$ cat src/rtl/mult_pipe_if.sv
// mult_pipe_if -- handshake/operand bundle for mult_pipe.
//   in_valid/in_ready/x/y : operand channel (producer -> multiplier)
//   out_valid/out_ready/o : product channel (multiplier -> consumer)
//   tc                    : two's-complement select, only with MULT_PIPE_SIGNED_EN
// Modports: master = producer/consumer side, slave = multiplier side.
interface mult_pipe_if #(
  parameter int WIDTH = 8
);
  localparam int OUT_W = 2*WIDTH;

  logic             in_valid;
  logic             in_ready;
  logic [WIDTH-1:0] x;
  logic [WIDTH-1:0] y;
  logic             out_valid;
  logic             out_ready;
  logic [OUT_W-1:0] o;
`ifdef MULT_PIPE_SIGNED_EN
  logic             tc;
`endif

  modport master (
    output in_valid, x, y, out_ready,
`ifdef MULT_PIPE_SIGNED_EN
    output tc,
`endif
    input  in_ready, out_valid, o
  );

  modport slave (
    input  in_valid, x, y, out_ready,
`ifdef MULT_PIPE_SIGNED_EN
    input  tc,
`endif
    output in_ready, out_valid, o
  );
endinterface

$ cat src/rtl/mult_pipe.sv
// mult_pipe -- 3-stage pipelined WIDTH x WIDTH multiplier with valid/ready.
//   S1: AND-plane partial products
//   S2: carry-save (full/half adder) reduction to two rows
//   S3: Kogge-Stone prefix carry adder -> o
// Ports: clk, rst_n (async, active low), bus (mult_pipe_if.slave).
// Operands handshaked in cycle c are registered into S1 at the end of c;
// the product is on o with out_valid=1 in cycle c+3.
// A stall (out_valid && !out_ready) freezes every stage and drops in_ready.
// Optional: define MULT_PIPE_SIGNED_EN to add bus.tc, which selects
// Baugh-Wooley signed multiplication (sign terms inverted in S1, correction
// constant added in S2).
module mult_pipe #(
  parameter int WIDTH = 8,
  parameter int OUT_W = 2*WIDTH
) (
  input  logic       clk,
  input  logic       rst_n,
  mult_pipe_if.slave bus
);
  localparam int STAGES = 3;
  localparam int LVLS   = $clog2(OUT_W);

  logic              w_stall;
  logic              w_acc;
  logic [STAGES:1]   r_vld_pipe;

  assign w_stall       = r_vld_pipe[STAGES] & ~bus.out_ready;
  assign w_acc         = bus.in_valid & ~w_stall;
  assign bus.in_ready  = ~w_stall;
  assign bus.out_valid = r_vld_pipe[STAGES];

  // bubbles shift through like real entries; only a stall holds them
  always_ff @(posedge clk or negedge rst_n)
    if (!rst_n)        r_vld_pipe <= '0;
    else if (!w_stall) r_vld_pipe <= {r_vld_pipe[STAGES-1:1], bus.in_valid};

  // ---------------- S1: partial-product plane ----------------
  logic [WIDTH-1:0][WIDTH-1:0] w_pp, r_pp;   // [row = y bit][col = x bit]

  always_comb begin
    w_pp = '0;
    for (int i = 0; i < WIDTH; i++)
      for (int j = 0; j < WIDTH; j++) begin
        w_pp[i][j] = bus.x[j] & bus.y[i];
`ifdef MULT_PIPE_SIGNED_EN
        // Baugh-Wooley: terms mixing exactly one sign bit are complemented
        if ((i == WIDTH-1) != (j == WIDTH-1)) w_pp[i][j] = w_pp[i][j] ^ bus.tc;
`endif
      end
  end

`ifdef MULT_PIPE_SIGNED_EN
  logic r_tc1;
  always_ff @(posedge clk or negedge rst_n)
    if (!rst_n)     r_tc1 <= 1'b0;
    else if (w_acc) r_tc1 <= bus.tc;
`endif

  always_ff @(posedge clk or negedge rst_n)
    if (!rst_n)     r_pp <= '0;
    else if (w_acc) r_pp <= w_pp;

  // ---------------- S2: carry-save reduction ----------------
  function automatic logic [2*OUT_W-1:0] f_csa(input logic [OUT_W-1:0] a,
                                               input logic [OUT_W-1:0] b,
                                               input logic [OUT_W-1:0] c);
    logic [OUT_W-1:0] m;
    m = (a & b) | (a & c) | (b & c);
    return {a ^ b ^ c, m << 1};
  endfunction

  logic [OUT_W-1:0] w_s, w_c, w_row;
  logic [OUT_W-1:0] r_sum, r_cry;

  // Rows fold into the (sum, carry) pair one 3:2 layer at a time; carries
  // out of the top bit are dropped since the true product fits in OUT_W.
  always_comb begin
    w_s   = '0;
    w_c   = '0;
    w_row = '0;
    for (int i = 0; i < WIDTH; i++) begin
      w_row = '0;
      w_row[WIDTH-1:0] = r_pp[i];
      w_row = w_row << i;
      {w_s, w_c} = f_csa(w_s, w_c, w_row);
    end
`ifdef MULT_PIPE_SIGNED_EN
    // Baugh-Wooley correction: +2^WIDTH + 2^(2*WIDTH-1)
    if (r_tc1) begin
      w_row = '0;
      w_row[WIDTH]   = 1'b1;
      w_row[OUT_W-1] = 1'b1;
      {w_s, w_c} = f_csa(w_s, w_c, w_row);
    end
`endif
  end

  always_ff @(posedge clk or negedge rst_n)
    if (!rst_n) begin
      r_sum <= '0;
      r_cry <= '0;
    end else if (r_vld_pipe[1] && !w_stall) begin
      r_sum <= w_s;
      r_cry <= w_c;
    end

  // ---------------- S3: Kogge-Stone carry-propagate adder ----------------
  logic [OUT_W-1:0] w_g, w_p, w_p0, w_gn, w_pn, w_sum;

  // Black cells combine (g,p); once a span reaches bit 0 only g is needed,
  // so those propagate terms go unused (grey cells after synthesis).
  always_comb begin
    w_g  = r_sum & r_cry;
    w_p  = r_sum ^ r_cry;
    w_p0 = w_p;
    w_gn = w_g;
    w_pn = w_p;
    for (int l = 0; l < LVLS; l++) begin
      w_gn = w_g;
      w_pn = w_p;
      for (int i = (1 << l); i < OUT_W; i++) begin
        w_gn[i] = w_g[i] | (w_p[i] & w_g[i-(1<<l)]);
        w_pn[i] = w_p[i] & w_p[i-(1<<l)];
      end
      w_g = w_gn;
      w_p = w_pn;
    end
    w_sum = w_p0 ^ {w_g[OUT_W-2:0], 1'b0};
  end

  logic [OUT_W-1:0] r_o;
  always_ff @(posedge clk or negedge rst_n)
    if (!rst_n)                       r_o <= '0;
    else if (r_vld_pipe[2] && !w_stall) r_o <= w_sum;

  assign bus.o = r_o;
endmodule
$ cat src/flat_wrapper.sv
// flat-port wrapper written by rule: the top's interface ports become plain ports
module mult_pipe_flat 
#(
  parameter int WIDTH = 8,
  parameter int OUT_W = 2*WIDTH
)
  (clk, rst_n, bus_in_valid, bus_x, bus_y, bus_out_ready, bus_in_ready, bus_out_valid, bus_o);
  mult_pipe_if #(.WIDTH(WIDTH)) bus_i ();
  input  logic clk;
  input  logic rst_n;
  input wire logic [$bits(bus_i.in_valid)-1:0] bus_in_valid;
  input wire logic [$bits(bus_i.x)-1:0] bus_x;
  input wire logic [$bits(bus_i.y)-1:0] bus_y;
  input wire logic [$bits(bus_i.out_ready)-1:0] bus_out_ready;
  output wire logic [$bits(bus_i.in_ready)-1:0] bus_in_ready;
  output wire logic [$bits(bus_i.out_valid)-1:0] bus_out_valid;
  output wire logic [$bits(bus_i.o)-1:0] bus_o;
  assign bus_i.in_valid = bus_in_valid;
  assign bus_i.x = bus_x;
  assign bus_i.y = bus_y;
  assign bus_i.out_ready = bus_out_ready;
  assign bus_in_ready = bus_i.in_ready;
  assign bus_out_valid = bus_i.out_valid;
  assign bus_o = bus_i.o;
  mult_pipe #(.WIDTH(WIDTH), .OUT_W(OUT_W)) u_core (.clk(clk), .rst_n(rst_n), .bus(bus_i));
endmodule
$ cat config.mk
export PLATFORM = sky130hd
export DESIGN_NAME = mult_pipe_flat
export DESIGN_NICKNAME = d
export VERILOG_FILES = /design/src/rtl/mult_pipe_if.sv /design/src/rtl/mult_pipe.sv /design/src/flat_wrapper.sv
export SDC_FILE = /design/constraint.sdc
export NUM_CORES = 1
export LEC_CHECK = 0
export CORE_ASPECT_RATIO = 0.9
export CORE_UTILIZATION = 59
export CTS_BUF_LIST = sky130_fd_sc_hd__clkbuf_4 sky130_fd_sc_hd__clkbuf_8 sky130_fd_sc_hd__clkbuf_16
export DETAILED_ROUTE_END_ITERATION = 8
export GPL_ROUTABILITY_DRIVEN = 0
export PLACE_DENSITY_LB_ADDON = 0.3
export SYNTH_ARGS = -nofsm -noshare
export SYNTH_HDL_FRONTEND = slang
export SYNTH_SLANG_ARGS = --single-unit
$ cat constraint.sdc
create_clock -name clk -period 4.8 [get_ports clk]
set_input_delay 1.44 -clock clk [delete_from_list [all_inputs] [get_ports clk]]
set_output_delay 1.44 -clock clk [all_outputs]
set_load 0.05 [all_outputs]
==> results of run 1 <==
[power by group]
part	internal (mW)	switching [mW]
sequential	1.14	0.146
combinational	0.712	1.02
clock	0.211	0.298
[critical path: stages, from the launching register on]
cell and delay, ns:
dfrtp_1 0.40, ha_1 0.33, fa_1 0.51, fa_1 0.51, fa_1 0.52, fa_1 0.56, inv_1 0.06, fa_1 0.50
fa_1 0.55, o21ai_0 0.08
[cell families after synthesis]
logic type	Yosys count
AND/OR/NAND/NOR	169
AO/OA/AOI/OAI	106
flip-flops	105
buffers and inverters	90
adder cells (fa/ha/maj)	57
multiplexers	12
XOR/XNOR	2
[path summary, 6_finish.rpt]
| kind | to | slack [ns] | cells after the start |
|---|---|---|---|
| worst max-delay path | u_core.r_sum[7]$_DFFE_PN0P_ | 0.67 | 9 |
| worst min-delay path | u_core.r_sum[2]$_DFFE_PN0P_ | 0.48 | 2 |
| worst max register to register | u_core.r_sum[7]$_DFFE_PN0P_ | 0.67 | 9 |
| worst min register to register | u_core.r_sum[2]$_DFFE_PN0P_ | 0.48 | 2 |
| max in group asynchronous | u_core.r_pp[3]$_DFFE_PN0P_ | 2.87 | 2 |
| min in group asynchronous | u_core.bus.o[9]$_DFFE_PN0P_ | 1.12 | 1 |
[area by class of cell]
cell class / count / share of cell area (%)
Clock buffer: 11 / 2.42
Timing Repair Buffer: 40 / 6.46
Inverter: 54 / 3.38
Tap cell: 119 / 2.48
Clock inverter: 5 / 0.688
Multi-Input combinational cell: 346 / 40.8
Sequential cell: 105 / 43.8
[registers in the layout (all words and copies together) (netlist names)]
| name | flops |
|---|---|
| u_core.bus.o | 16 |
| u_core.r_cry | 7 |
| u_core.r_pp | 64 |
| u_core.r_sum | 15 |
| u_core.r_vld_pipe | 3 |
[metrics by stage]
stage	total power [mW]	utilization, %	hold WS [ns]	area (um^2)
after floorplan	2.60	-	0.446	5440
after global placement	2.98	66.3	0.458	5820
after detailed placement	3.07	66.3	0.466	5820
after CTS	3.58	68.5	0.489	6000
after global routing	3.85	68.5	0.516	6000
final	3.52	68.5	0.482	6000
[routing by layer]
metal  vias up  track usage [%]  wire [um]
li1       1725                -          -
met2        55             36.9       4660
met5         -                0          0
met3         6             5.38        316
met1      1729             31.3       4400
met4         0             5.16         82
[Yosys cell counts, types with 3 or more instances]
cell type  number  share of area, %
dfrtp_1       105                48
nand2_1       156                11
fa_1           43                16
buf_2           8              0.74
ha_1           14               3.2
mux2_2         11               2.3
o21ai_0        91               8.4
inv_1          54               3.7
buf_1          16               1.1
clkbuf_1        7              0.48
nor2_1          3              0.21
buf_4           3              0.41
==> out/metrics.csv, run 1 <==
stage,metric,value,unit
synthesis,synth unique cells,34,
synthesis,Simple-Gate Fraction of Synth Area,12.4,%
sta,slew margin rel.,25.8,%
setup_path,R2R Path Start,u_core.r_pp[7]$_DFFE_PN0P_,
cells_and_area,"most common cell after layout, fill and taps aside",nand2_1,
cells_and_area,Multi-input gate area,2450,um^2
floorplan,Die Ht,93.1,um
synthesis,Post-synth EDFFs,0,
sta,final hold vios,0,
detailed_routing,DRC viols,0,
detailed_routing,Wirelength per Cell,13.9,um
synthesis,xor/xnor cell area share of the yosys netlist,0.322,%
sta,fmax,0.242,GHz
setup_path,crit start category,flop,
floorplan,Initial Util,62.1,%
clock_network,post_cts resized,0,
synthesis,prevailing post-synth register cell,dfrtp_1,
global_route,vias in the first global route,3621,
clock_network,Clock Path Buffers,2,
sta,max-slew violation count,0,
synthesis,multiplexer area fraction after synthesis,2.55,%
synthesis,Syn Area/Cell,10.1,um^2
synthesis,synthesized-area fraction occupied by adder cells,19.0,%
sta,Setup Viol. Count Final,0,
sta,Final WS setup,0.668,ns
floorplan,Die X,103,um
clock_network,CTS Hold Bufs,0,
cells_and_area,most frequent cells in the layout,"nand2_1 (155), dfrtp_1 (105), o21ai_0 (91)",
detailed_routing,final WL,9.45,mm
place,pre-CTS setup slack,0.640,ns
place,placed wire-length estimate,7.02,mm
setup_path,"Data arrival, critical path",4.38,ns
global_route,initial antenna violation count,0,
floorplan,FP Rows,32,
cells_and_area,"Net count, final",633,
power_and_ir_drop,leakage power,2.78,nW
detailed_routing,Via Count,3515,
place,port bufs,37,
synthesis,Synth Area in Compound Gates,10.5,%
detailed_routing,"antenna viol nets, final",0,
hold_path,HP Class,flop to flop,
cells_and_area,number of fill cells,670,
clock_network,Sink Count,105,
setup_path,"Req. time, crit path",5.05,ns
synthesis,Seq cells post-synth,105,
floorplan,die area,9620,um^2
outcome,status,finished clean,
setup_path,Crit. End Element,flop,
sta,fin crit period,4.13,ns
setup_path,CP max FO,2,
global_route,gr usage total,22.7,%
power_and_ir_drop,power per cell area,586,nW/um^2
global_route,first-pass GRT wire length,16.6,mm
detailed_routing,initial DRC count,98,
synthesis,post-synth design cell area,5440,um^2
setup_path,Crit. Startpoint,u_core.r_pp[7]$_DFFE_PN0P_,
place,placed cells,664,
synthesis,yosys warns,0,
setup_path,kind of critical path,flop to flop,
clock_network,CTS buffer count,9,
synthesis,"Seq/Total Area, Yosys",48.3,%
detailed_routing,Vias/cell,5.17,
floorplan,Core Area,8770,um^2
sta,Setup TNS,0,ns
cells_and_area,register area,2630,um^2
synthesis,Mapped Nets,618,
cells_and_area,number of diodes,0,
global_route,Overflow after GRT,0,
clock_network,"Reg clk slew, reported paths",0.10,ns
cells_and_area,share of cells above drive strength 1,7.13,%
synthesis,ys async rst share,100,%
run,max_cap viols,0,
detailed_routing,Pre-antenna DRT Iters,5,
clock_network,number of setup buffers added after CTS,0,
sta,Tcrit/Tclk final,86.1,%
clock_network,H-tree levels,3,
clock_network,Root Driver,clkbuf_8,
floorplan,I/O Pins,38,
cells_and_area,post-route insts no fill,680,
power_and_ir_drop,Max rail drop VDD,0.365,mV
synthesis,largest family of logic cells by synthesized area,adder cells,
clock_network,CTS tree,built,
sta,Least-Margin Pin Slew,1.11,ns
hold_path,worst hold start,u_core.r_sum[2]$_DFFE_PN0P_,
clock_network,Clock Latency Late Sink,0.37,ns
synthesis,Post-Syn Instances,541,
sta,unrepaired setup endpoints after global routing,no,
sta,skew final,0.0125,ns
global_route,largest net degree at the start of global routing,130,
cells_and_area,area delta synth->final,10.3,%
(Power assumes the default switching activity.)
==> inputs of run 2 (changes only) <==
CORE_ASPECT_RATIO = 0.6   (was 0.9)
SETUP_SLACK_MARGIN = 0.2   (was default)
==> run 2 against run 1 <==
Die area increased by 0.12%. Via count is 1.5% higher. Critical path depth unchanged. Clock power grew 58%. Largest cell class unchanged. Non-clock buffer count is the same. Sequential share of layout area is 1.0 points lower. Worst hold slack worse by 0.0042 ns. Combinational power barely moved. Final cell count is 1.0% lower. Count of clock-buffer cells in the layout increased by 1.
==> out/metrics.csv, run 2 (same netlist as run 1, synthesis figures left out) <==
stage,metric,value,unit,change
outcome,status,finished clean,,
detailed_routing,final WL,10.2,mm,+8.0%
sta,fin crit period,4.14,ns,+0.0110 ns
setup_path,"Data arrival, critical path",4.34,ns,-0.04 ns
place,pre-CTS setup slack,0.648,ns,+0.00784 ns
sta,final hold vios,0,,unchanged
floorplan,Initial Util,62.4,%,+0.36 points
cells_and_area,post-route insts no fill,673,,-1.0%
detailed_routing,Via Count,3568,,+1.5%
floorplan,Die X,126,um,+22%
setup_path,Worst setup endpoint,u_core.r_sum[7]$_DFFE_PN0P_,,
floorplan,Core Area,8720,um^2,-0.57%
detailed_routing,Vias/cell,5.30,,+2.6%
cells_and_area,number of diodes,0,,unchanged
sta,slew margin rel.,28.3,%,+2.6 points
cells_and_area,area delta synth->final,12.8,%,
clock_network,Sink Count,105,,unchanged
sta,Tcrit/Tclk final,86.3,%,+0.23 points
setup_path,crit-path cells,ha_1 > fa_1 > fa_1 > fa_1 > fa_1 > inv_1 > fa_1 > fa_1 > o21ai_0,,
hold_path,HP Class,flop to flop,,
detailed_routing,initial DRC count,281,,+190%
global_route,first-pass GRT wire length,17.3,mm,+3.9%
cells_and_area,final core utilization,70.5,%,+2.0 points
place,placed cells,657,,-1.1%
clock_network,CTS Hold Bufs,0,,unchanged
setup_path,Slowest cell on crit path,fa_1,,
sta,fmax,0.241,GHz,-0.27%
clock_network,H-tree levels,3,,unchanged
place,placed wire-length estimate,7.45,mm,+6.1%
clock_network,Root Driver,clkbuf_16,,
sta,Setup TNS,0,ns,unchanged
floorplan,FP Rows,26,,-19%
setup_path,Crit. Startpoint,u_core.r_pp[7]$_DFFE_PN0P_,,
sta,max-slew violation count,0,,unchanged
cells_and_area,"most common cell after layout, fill and taps aside",nand2_1,,
cells_and_area,most frequent cells in the layout,"nand2_1 (155), dfrtp_1 (105), o21ai_0 (91)",,
clock_network,CTS buffer count,9,,unchanged
sta,Setup Viol. Count Final,0,,unchanged
setup_path,capture point of the worst reg-to-reg path,u_core.r_sum[7]$_DFFE_PN0P_,,
cells_and_area,"Net count, final",633,,unchanged
sta,Final WS setup,0.657,ns,-0.0110 ns
setup_path,R2R Path Start,u_core.r_pp[7]$_DFFE_PN0P_,,
run,max_cap viols,0,,unchanged
setup_path,Worst Path Buf+Inv,1,,unchanged
detailed_routing,Wirelength per Cell,15.2,um,+9.1%
detailed_routing,DRC viols,0,,unchanged
clock_network,CTS tree,built,,
global_route,initial antenna violation count,0,,unchanged
setup_path,r2r setup slk,0.66,ns,about the same
detailed_routing,Pre-antenna DRT Iters,5,,unchanged
place,port bufs,37,,unchanged
sta,unrepaired setup endpoints after global routing,no,,
setup_path,WP depth,9,,unchanged
power_and_ir_drop,leakage power,2.85,nW,+2.5%
setup_path,most frequent CP cell,fa_1,,
cells_and_area,"Most flops, register",u_core.r_pp,,
global_route,largest net degree at the start of global routing,130,,unchanged
floorplan,I/O Pins,38,,unchanged
floorplan,die area,9630,um^2,+0.12%
floorplan,Die Ht,76.4,um,-18%
global_route,gr usage total,23.7,%,+0.92 points
setup_path,CP top delay family,adder cells,,
detailed_routing,"antenna viol nets, final",0,,unchanged
clock_network,Clock Path Buffers,2,,unchanged
clock_network,"Reg clk slew, reported paths",0.06,ns,-0.04 ns
setup_path,Crit. End Element,flop,,
cells_and_area,max reg flops,64,,unchanged
power_and_ir_drop,Max rail drop VDD,0.251,mV,-31%
setup_path,depth of the most critical reg-to-reg path,9,,unchanged
sta,Least-Margin Pin Slew,1.08,ns,-0.0386 ns
setup_path,"Req. time, crit path",5.00,ns,-0.05 ns
clock_network,Clock Latency Late Sink,0.35,ns,-0.02 ns
setup_path,kind of critical path,flop to flop,,
setup_path,"slowest stage delay, CP",0.55,ns,about the same
power_and_ir_drop,power per cell area,626,nW/um^2,+6.8%
cells_and_area,share of cells above drive strength 1,7.13,%,unchanged
global_route,vias in the first global route,3544,,-2.1%
clock_network,number of setup buffers added after CTS,0,,unchanged
sta,skew final,0.00842,ns,-0.00408 ns
global_route,Overflow after GRT,0,,unchanged
setup_path,crit start category,flop,,
clock_network,post_cts resized,0,,unchanged
setup_path,CP max FO,2,,unchanged
## run 2: cell count changes in the layout (fill, tap and decap cells not counted)
cell | before | now
clkbuf_16 | 0 | 9
clkinv_4 | 3 | 0
bufinv_16 | 0 | 2
clkbuf_8 | 10 | 2
## run 2: layout make-up
| class | count | area, um^2 |
|---|---|---|
| Clock buffer | 12 | 260 |
| Timing Repair Buffer | 40 | 388 |
| Clock inverter | 4 | 75.1 |
| Inverter | 54 | 203 |
| Fill cell | 616 | 2570 |
| Sequential cell | 105 | 2630 |
| Multi-Input combinational cell | 346 | 2450 |
| Tap cell | 112 | 140 |
## run 2: worst min path at each step
stage | startpoint | end | slack, ns | cells after the start
global placement | u_core.r_sum[6]$_DFFE_PN0P_ | u_core.r_sum[6]$_DFFE_PN0P_ | 0.46 | 2
detailed placement | u_core.r_vld_pipe[1]$_DFFE_PN0N_ | u_core.r_vld_pipe[1]$_DFFE_PN0N_ | 0.46 | 2
floorplan | u_core.r_vld_pipe[1]$_DFFE_PN0N_ | u_core.r_vld_pipe[1]$_DFFE_PN0N_ | 0.45 | 2
finish | u_core.r_vld_pipe[1]$_DFFE_PN0N_ | u_core.r_vld_pipe[1]$_DFFE_PN0N_ | 0.48 | 2
global route | u_core.r_vld_pipe[1]$_DFFE_PN0N_ | u_core.r_vld_pipe[1]$_DFFE_PN0N_ | 0.50 | 2
CTS | u_core.r_vld_pipe[1]$_DFFE_PN0N_ | u_core.r_vld_pipe[1]$_DFFE_PN0N_ | 0.48 | 2
## run 2: where the power goes
part / switching [mW] / internal [mW] / total [mW]
clock network: 0.314 / 0.491 / 0.805
logic: 1.03 / 0.717 / 1.75
registers: 0.159 / 1.14 / 1.30
## run 2: metal layers
| metal | vias up | part of all wire (%) | GRT usage, % |
|---|---|---|---|
| li1 | 1728 | - | - |
| met1 | 1756 | 48 | 35.0 |
| met2 | 74 | 46 | 35.1 |
| met3 | 10 | 5.4 | 5.62 |
| met4 | 0 | 0.87 | 6.87 |
| met5 | - | 0 | 0 |
## run 2: per-stage QoR
step / cell area [um^2] / hold WS (ns) / power, mW
floorplan: 5440 / 0.446 / 2.60
global placement: 5810 / 0.457 / 2.99
detailed placement: 5810 / 0.464 / 3.07
CTS: 6140 / 0.481 / 3.89
global route: 6140 / 0.501 / 4.18
finish: 6140 / 0.478 / 3.85
## run 2: worst reg2reg max path, delay by kind of cell (launching register included)
family	cells	cell delay, ns
flip-flops	1	0.39
buffers and inverters	1	0.06
adder cells (fa/ha/maj)	7	3.49
AO/OA/AOI/OAI	1	0.08
==> inputs of run 3 (changes only) <==
PLACE_DENSITY = 0.91   (was default)
PLACE_DENSITY_LB_ADDON = default   (was 0.3)
==> run 3 against run 2 <==
Utilization is 0.17 points lower. Die area stayed put. Sequential power hardly changed. Sequential cell count stayed put. Critical endpoint unchanged.
==> out/metrics.csv, run 3 (same netlist as run 1, synthesis figures left out) <==
stage,metric,value,unit,change
power_and_ir_drop,Combinational Power Share,45.8,%,+0.5 points
place,placed wire-length estimate,7.74,mm,+4.0%
sta,Least-Margin Pin Slew,1.10,ns,+0.0286 ns
setup_path,CP max FO,2,,unchanged
power_and_ir_drop,leakage power,2.85,nW,-0.21%
detailed_routing,Wirelength per Cell,15.6,um,+3.1%
global_route,largest net degree at the start of global routing,130,,unchanged
sta,final hold vios,0,,unchanged
floorplan,Die Ht,76.4,um,unchanged
cells_and_area,"Net count, final",633,,unchanged
setup_path,Crit. End Element,flop,,
detailed_routing,Via Count,3723,,+4.3%
setup_path,Crit. Startpoint,u_core.r_pp[7]$_DFFE_PN0P_,,
sta,unrepaired setup endpoints after global routing,no,,
cells_and_area,number of diodes,0,,unchanged
clock_network,CTS tree,built,,
clock_network,Clock Path Buffers,2,,unchanged
clock_network,"Reg clk slew, reported paths",0.07,ns,about the same
power_and_ir_drop,Max rail drop VDD,0.288,mV,+15%
sta,fin crit period,4.17,ns,+0.0308 ns
setup_path,kind of critical path,flop to flop,,
clock_network,CTS Hold Bufs,0,,unchanged
cells_and_area,"most common cell after layout, fill and taps aside",nand2_1,,
setup_path,depth of the most critical reg-to-reg path,9,,unchanged
power_and_ir_drop,Pwr Total,3.83,mW,-0.53%
clock_network,CTS buffer count,9,,unchanged
detailed_routing,DRC viols,0,,unchanged
cells_and_area,"Most flops, register",u_core.r_pp,,
floorplan,Core Area,8720,um^2,unchanged
clock_network,Clock Latency Late Sink,0.35,ns,about the same
global_route,first-pass GRT wire length,17.7,mm,+2.2%
cells_and_area,area delta synth->final,12.6,%,
clock_network,Root Driver,clkbuf_16,,
cells_and_area,final core utilization,70.3,%,-0.17 points
sta,max-slew violation count,0,,unchanged
cells_and_area,share of cells above drive strength 1,7.13,%,unchanged
place,placed cells,657,,unchanged
global_route,gr usage total,23.9,%,+0.28 points
clock_network,Sink Count,105,,unchanged
detailed_routing,initial DRC count,275,,-2.1%
sta,slew margin rel.,26.4,%,-1.9 points
clock_network,H-tree levels,3,,unchanged
sta,Setup Viol. Count Final,0,,unchanged
global_route,Overflow after GRT,0,,unchanged
hold_path,HP Class,flop to flop,,
setup_path,R2R Path Start,u_core.r_pp[7]$_DFFE_PN0P_,,
setup_path,"Data arrival, critical path",4.40,ns,+0.06 ns
cells_and_area,post-route insts no fill,673,,unchanged
setup_path,crit start category,flop,,
floorplan,die area,9630,um^2,unchanged
power_and_ir_drop,power per cell area,625,nW/um^2,-0.29%
sta,fmax,0.240,GHz,-0.74%
place,port bufs,37,,unchanged
floorplan,FP Rows,26,,unchanged
power_and_ir_drop,internal power,2.32,mW,-1.1%
detailed_routing,Vias/cell,5.53,,+4.3%
setup_path,"Req. time, crit path",5.02,ns,+0.02 ns
global_route,initial antenna violation count,0,,unchanged
outcome,status,finished clean,,
power_and_ir_drop,Sequential Power Share,33.8,%,about the same
sta,Tcrit/Tclk final,87.0,%,+0.64 points
hold_path,Hold Path Depth,2,,unchanged
floorplan,Initial Util,62.4,%,unchanged
power_and_ir_drop,part of the power in the clock network,20.4,%,-0.5 points
cells_and_area,most frequent cells in the layout,"nand2_1 (155), dfrtp_1 (105), o21ai_0 (91)",,
sta,hold_ws,0.482,ns,+0.00391 ns
detailed_routing,Pre-antenna DRT Iters,5,,unchanged
detailed_routing,final WL,10.5,mm,+3.1%
detailed_routing,"antenna viol nets, final",0,,unchanged
clock_network,number of setup buffers added after CTS,0,,unchanged
sta,Setup TNS,0,ns,unchanged
power_and_ir_drop,P_sw,1.51,mW,+0.30%
clock_network,post_cts resized,0,,unchanged
run,max_cap viols,0,,unchanged
floorplan,Die X,126,um,unchanged
floorplan,I/O Pins,38,,unchanged
sta,skew final,0.00795,ns,-0.000469 ns
power_and_ir_drop,Sw Ratio,39.3,%,+0.33 points
global_route,vias in the first global route,3700,,+4.4%
hold_path,worst hold start,u_core.r_pp[61]$_DFFE_PN0P_,,
cells_and_area,max reg flops,64,,unchanged
run 3: changes by cell type in the layout (fill, tap and decap cells not counted), sizes merged:
cell | previous run | this run
clkbuf | 12 | 11
clkinv | 0 | 1
run 3: power groups by stage:
stage / Clock, mW / Sequential [mW] / Combinational, mW
global route: 0.836 / 1.32 / 1.99
detailed placement: 0 / 1.31 / 1.77
global placement: 0 / 1.28 / 1.68
floorplan: 0 / 1.49 / 1.11
CTS: 0.796 / 1.29 / 1.78
finish: 0.782 / 1.29 / 1.75
run 3: through the flow:
| step | cell area [um^2] | setup slack [ns] |
|---|---|---|
| 3_3_place_gp | 5810 | 0.712 |
| 5_1_grt | 6130 | 0.534 |
| 6_report | 6130 | 0.626 |
| 4_1_cts | 6130 | 0.619 |
| 3_5_place_dp | 5810 | 0.632 |
| 2_1_floorplan | 5440 | 0.795 |
run 3: cell type report:
class | count | area, um^2
clock inverters | 5 | 80.1
multi-input cells | 346 | 2450
fillers | 659 | 2590
well taps | 112 | 140
flip-flops and latches | 105 | 2630
inverters | 54 | 203
clock buffers | 11 | 240
repair buffers | 40 | 388
run 3: final timing paths:
kind	to	slack (ns)
worst max-delay path	u_core.r_sum[7]$_DFFE_PN0P_	0.63
worst min-delay path	u_core.r_pp[61]$_DFFE_PN0P_	0.48
worst max register to register	u_core.r_sum[7]$_DFFE_PN0P_	0.63
worst min register to register	u_core.r_pp[61]$_DFFE_PN0P_	0.48
max in group asynchronous	u_core.r_pp[22]$_DFFE_PN0P_	2.84
min in group asynchronous	u_core.r_vld_pipe[3]$_DFFE_PN0N_	1.07
run 3: critical path, cell delays in order, from the launching register on:
cell and delay [ns]:
dfrtp_1 0.40, ha_1 0.34, fa_1 0.51, fa_1 0.52, fa_1 0.52, fa_1 0.55, inv_1 0.06, fa_1 0.51
fa_1 0.55, o21ai_0 0.09
run 3: metal layers:
layer / part of all wire, % / global-route usage (%) / up-vias
met5: 0 / 0 / -
met4: 1.2 / 6.39 / 0
met3: 6.5 / 6.04 / 19
met1: 44 / 33.3 / 1877
met2: 48 / 37.9 / 98
li1: - / - / 1729
